### src/rtl/contador_programa.sv
// -----------------------------------------------------------------------------
// contador_programa
//   Program-counter register stage of the nRISC fetch path. Holds the current
//   PC, which feeds the instruction memory and the +1 adder (somadorpc). The
//   next PC is chosen from the adder result, a PC-relative branch target, an
//   absolute jump target, or the held value (stall/halt). A two-state RUN/HALT
//   machine gates fetching. Redirects are reported so decode can squash the
//   instruction that was already fetched.
//
//   Optional feature macro: CONTADOR_LINK_EN
//     When defined, adds link_en_i / link_addr_o. An accepted jump with
//     link_en_i=1 captures pc_inc_i (the return address) into link_addr_o.
//
// Ports
//   clk_i           clock, all state changes on the rising edge
//   rst_i           synchronous active-high reset
//   pc_inc_i        PC+1 from the external adder
//   stall_i         hold PC this cycle
//   branch_taken_i  conditional branch resolved taken
//   branch_off_i    signed branch offset relative to the current PC
//   jump_en_i       unconditional absolute jump
//   jump_addr_i     jump target
//   halt_i          halt request
//   resume_i        leave HALT
//   pc_o            current PC (registered)
//   pc_valid_o      pc_o is a fetchable address this cycle
//   redirect_o      pc_o was loaded from a branch/jump at the last edge
//   halted_o        machine is in HALT
//   link_en_i       (CONTADOR_LINK_EN) capture return address on jump
//   link_addr_o     (CONTADOR_LINK_EN) captured return address
// -----------------------------------------------------------------------------
module contador_programa #(
    parameter int              PC_W     = 8,
    parameter logic [PC_W-1:0] RESET_PC = 8'h00
) (
    input  logic            clk_i,
    input  logic            rst_i,
    input  logic [PC_W-1:0] pc_inc_i,
    input  logic            stall_i,
    input  logic            branch_taken_i,
    input  logic [PC_W-1:0] branch_off_i,
    input  logic            jump_en_i,
    input  logic [PC_W-1:0] jump_addr_i,
    input  logic            halt_i,
    input  logic            resume_i,
    output logic [PC_W-1:0] pc_o,
    output logic            pc_valid_o,
    output logic            redirect_o,
    output logic            halted_o
`ifdef CONTADOR_LINK_EN
    ,
    input  logic            link_en_i,
    output logic [PC_W-1:0] link_addr_o
`endif
);

    typedef enum logic [0:0] {
        ST_RUN  = 1'b0,
        ST_HALT = 1'b1
    } state_t;

    state_t          state_q, state_d;
    logic [PC_W-1:0] pc_q, pc_d;
    logic            valid_q, valid_d;
    logic            redirect_q, redirect_d;
    logic            halted_q, halted_d;
    logic [PC_W-1:0] branch_tgt_s;
`ifdef CONTADOR_LINK_EN
    logic [PC_W-1:0] link_q, link_d;
`endif

    // Two's-complement add; the carry out is dropped so the target wraps mod 2^PC_W.
    assign branch_tgt_s = pc_q + branch_off_i;

    // Next-state selection: halt > jump > branch > stall > increment while running.
    always_comb begin
        state_d    = state_q;
        pc_d       = pc_q;
        valid_d    = 1'b1;
        redirect_d = 1'b0;
        halted_d   = 1'b0;
`ifdef CONTADOR_LINK_EN
        link_d     = link_q;
`endif
        case (state_q)
            ST_RUN: begin
                if (halt_i) begin
                    // The halting instruction's address is kept, not advanced.
                    state_d  = ST_HALT;
                    valid_d  = 1'b0;
                    halted_d = 1'b1;
                end else if (jump_en_i) begin
                    pc_d       = jump_addr_i;
                    redirect_d = 1'b1;
                    valid_d    = 1'b0;
`ifdef CONTADOR_LINK_EN
                    if (link_en_i) begin
                        link_d = pc_inc_i;
                    end else begin
                        link_d = link_q;
                    end
`endif
                end else if (branch_taken_i) begin
                    pc_d       = branch_tgt_s;
                    redirect_d = 1'b1;
                    valid_d    = 1'b0;
                end else if (stall_i) begin
                    pc_d = pc_q;
                end else begin
                    pc_d = pc_inc_i;
                end
            end
            ST_HALT: begin
                // Resuming restarts fetch at the held PC; no increment is applied.
                if (resume_i) begin
                    state_d = ST_RUN;
                end else begin
                    valid_d  = 1'b0;
                    halted_d = 1'b1;
                end
            end
            default: begin
                state_d = ST_RUN;
                pc_d    = RESET_PC;
            end
        endcase
    end

    // State and output registers with synchronous reset.
    always_ff @(posedge clk_i) begin
        if (rst_i) begin
            state_q    <= ST_RUN;
            pc_q       <= RESET_PC;
            valid_q    <= 1'b1;
            redirect_q <= 1'b0;
            halted_q   <= 1'b0;
`ifdef CONTADOR_LINK_EN
            link_q     <= RESET_PC;
`endif
        end else begin
            state_q    <= state_d;
            pc_q       <= pc_d;
            valid_q    <= valid_d;
            redirect_q <= redirect_d;
            halted_q   <= halted_d;
`ifdef CONTADOR_LINK_EN
            link_q     <= link_d;
`endif
        end
    end

    assign pc_o       = pc_q;
    assign pc_valid_o = valid_q;
    assign redirect_o = redirect_q;
    assign halted_o   = halted_q;
`ifdef CONTADOR_LINK_EN
    assign link_addr_o = link_q;
`endif

endmodule

### config.mk
export PLATFORM = sky130hd
export DESIGN_NAME = contador_programa
export DESIGN_NICKNAME = d
export VERILOG_FILES = /design/src/rtl/contador_programa.sv
export SDC_FILE = /design/constraint.sdc
export NUM_CORES = 1
export LEC_CHECK = 0
export BUFFER_PORTS_ARGS = -buffer_cell sky130_fd_sc_hd__buf_2
export CAP_MARGIN = 20
export CORE_UTILIZATION = 46
export CTS_BUF_LIST = sky130_fd_sc_hd__clkbuf_2 sky130_fd_sc_hd__clkbuf_4 sky130_fd_sc_hd__clkbuf_8
export DETAILED_ROUTE_END_ITERATION = 10
export GPL_TIMING_DRIVEN = 0
export PLACE_DENSITY = 0.81
export SYNTH_ARGS = -nofsm -noshare
export SYNTH_HDL_FRONTEND = slang
export SYNTH_SLANG_ARGS = --single-unit
### constraint.sdc
create_clock -name clk_i -period 2.1 [get_ports clk_i]
set_clock_uncertainty 0.1 [all_clocks]
set_input_delay 0.21 -clock clk_i [delete_from_list [all_inputs] [get_ports clk_i]]
set_output_delay 0.21 -clock clk_i [all_outputs]
set_load 0.05 [all_outputs]
==> impl_metrics.yaml <==
die:
  num_rows: 15
  fp.dieW_um: 46.74
  die_area_sq_mm: 0.002185
  io_pins: 42
  fp.coreArea_sq_mm: 0.001802
  start_util: 0.5111
  dieHeight_um: 46.74
cells_and_area:
  syn_to_final_growth_pct: 27.99
  nets: 196
  drive_above_1_share: 0.3397
  diodes: 0
  utilization: 0.6542
detailed_routing:
  drt_wl_total_um: 2376
  drt_iter0_markers: 21
  drtPass1Iterations: 4
  wl_per_cell_um: 13.13
  drc: 0
  num_vias: 1044
  postRouteAntennaNets: 0
  vias_per_cell: 5.768
power_and_ir_drop:
  power_density_mw_per_mm2: 565.3
  cellLeakagePower_nw: 0.5604
  vdd_drop_max_v: 0.0003611
global_route:
  grt_max_degree: 11
  overflow: 0
  grtUsageTotal: 0.2331
  grt_pass1_vias: 902
  grt_antenna_before_repair: 0
  grt_pass1_wl_um: 3608
worst_hold_path:
  worstHoldPathType: "in -> reg"
sta:
  fin_hold_ws_ns: 0.04681
  tns_ns: 0
  setup_viol: 0
  fmax_ghz: 0.5128
  tightest_slew_ns: 0.5008
  rsz0062_at_grt: "false"
  relSlewSlack: 0.6661
  final_hold_viol_count: 0
  finalCritPeriodShare: 0.9286
  drv_slew: 0
  layout_min_cycle_time_ns: 1.950
worst_setup_path:
  worstPathRequired_ns: 2.15
  cp_max_fo: 3
  critical_path_arrival_ns: 2.00
  endpoint_kind: "flip-flop"
  startpoint_type: "flip-flop"
  path_class: "reg -> reg"
placed_design:
  portBuffers: 39
  gp_congestion: 0.8429
  hpwl_um: 1853
synthesis:
  synth-compound-area-share: 0.2717
  synth_edf_count: 0
  synth_nets: 152
  async_reset_ff_frac: 0
  ys_ff_latch: 11
  yosys.area_share.xor_xnor: 0.01902
  syn_avg_cell_area_sq_um: 8.149
  seq_area_frac_synth: 0.2391
  yosys_most_used_dff: "dfxtp_1"
  synthSimpleGateAreaFrac: 0.2541
  synth_fa_ha_area_frac: 0.1168
  yosys_warnings: 0
  syn_area_sq_um: 920.9
  ys_types: 43
  synth_top_family_by_area: "compound AO/OA/AOI/OAI gates"
  synthMuxAreaShare: 0.05435
  synthCells: 113
clock_tree:
  cts_buffers: 3
  clkSinkCount: 11
  clock-root-buffer: "clkbuf_4"
  insertion_delay_ns: 0.27
  clk_path_buf_depth: 2
  clk_pin_slew_worst_paths_ns: 0.08
  cts_resized: 0
  post_cts_buffers: 0
  hold_buffers: 0
  cts_tree: "done"
  htree_levels: 1
job:
  maxCapViolCount: 0
outcome:
  outcome: "finished, final reports clean"
## per-stage QoR
step           setup slack (ns)  std cells  cell area (sq um)  total power [mW]
6_report                 0.1499        181               1179            0.6663
4_1_cts                  0.1594        181               1179            0.6677
3_5_place_dp             0.1696        177               1149            0.5043
5_1_grt                 0.01548        181               1179            0.7057
2_1_floorplan          0.004116        113              922.1            0.4321
3_3_place_gp             0.1922        177               1149            0.4967
## cell type report
class                      count  area [sq um]
clock buffer                   4         30.03
inverter                       4         15.01
fill                         166         623.1
sequential                    11         221.5
buffer                         4         26.28
timing repair buffer          39         195.2
tap                           25         31.28
multi-input combinational     94         659.4
## cell usage after synthesis (2+ instances only)
| library cell | instances | area share |
|---|---|---|
| nand2b_1 | 6 | 0.041 |
| nand2_1 | 8 | 0.033 |
| a21oi_1 | 10 | 0.054 |
| clkbuf_1 | 2 | 0.0082 |
| nor3_1 | 8 | 0.043 |
| nor2_1 | 9 | 0.037 |
| a211o_1 | 2 | 0.019 |
| a31oi_1 | 2 | 0.014 |
| o21ai_0 | 6 | 0.033 |
| mux2i_1 | 5 | 0.054 |
| o211ai_1 | 2 | 0.016 |
| inv_1 | 4 | 0.016 |
| o22ai_1 | 2 | 0.014 |
| dfxtp_1 | 11 | 0.24 |
| ha_1 | 7 | 0.095 |
| nand3_1 | 2 | 0.011 |
## worst max-delay path, stage by stage, from the launching register on
cell and delay [ns]:
dfxtp_2 0.34, ha_1 0.17, inv_1 0.06, fa_1 0.40, nand2b_1 0.18, a21oi_1 0.21
o211ai_1 0.13, a31oi_1 0.18, nor3_1 0.06
## kinds of logic after synthesis
group / Yosys count
adders and majority gates: 8
buffers and inverters: 8
xor gates and xnor gates: 2
AOI/OAI and AO/OA: 35
muxes: 5
and+or+nand+nor: 44
DFF: 11
## cells in the final DEF, fill, tap and decap left out, types with 4 or more instances in the layout
cell type	instances
buf_2	39
nor2_1	9
nand2_1	8
nor3_1	8
inv_1	4
dfxtp_1	10
mux2i_1	5
ha_1	7
o21ai_0	6
clkbuf_4	4
nand2b_1	6
a21oi_1	10
## registers in the layout, indices dropped and copies added (netlist names)
register / flops
halted_o: 1
pc_o: 8
pc_valid_o: 1
redirect_o: 1
## power by group
group | switching [mW] | internal (mW) | leakage (nW)
clock | 0.0774 | 0.0865 | 0.0184
sequential | 0.0127 | 0.224 | 0.0911
combinational | 0.162 | 0.103 | 0.451
## path summary, 6_finish.rpt
| check | startpoint | end | slack (ns) | cells past startpoint |
|---|---|---|---|---|
| worst max register to register | pc_o[0] | pc_o[6] | 0.15 | 8 |
| worst max-delay path | pc_o[0] | pc_o[6] | 0.15 | 8 |
| worst min-delay path | resume_i | halted_o | 0.05 | 2 |
| worst min register to register | pc_o[0] | pc_o[0] | 0.38 | 2 |
## per-layer routing
layer / vias up / global-route usage / share of wire
met5: - / 0 / 0
met4: 0 / 0.07429 / 0.013
met3: 4 / 0.06923 / 0.061
met2: 42 / 0.3972 / 0.47
met1: 482 / 0.2817 / 0.45
li1: 516 / - / -
Power figures use the tool's default switching activity.
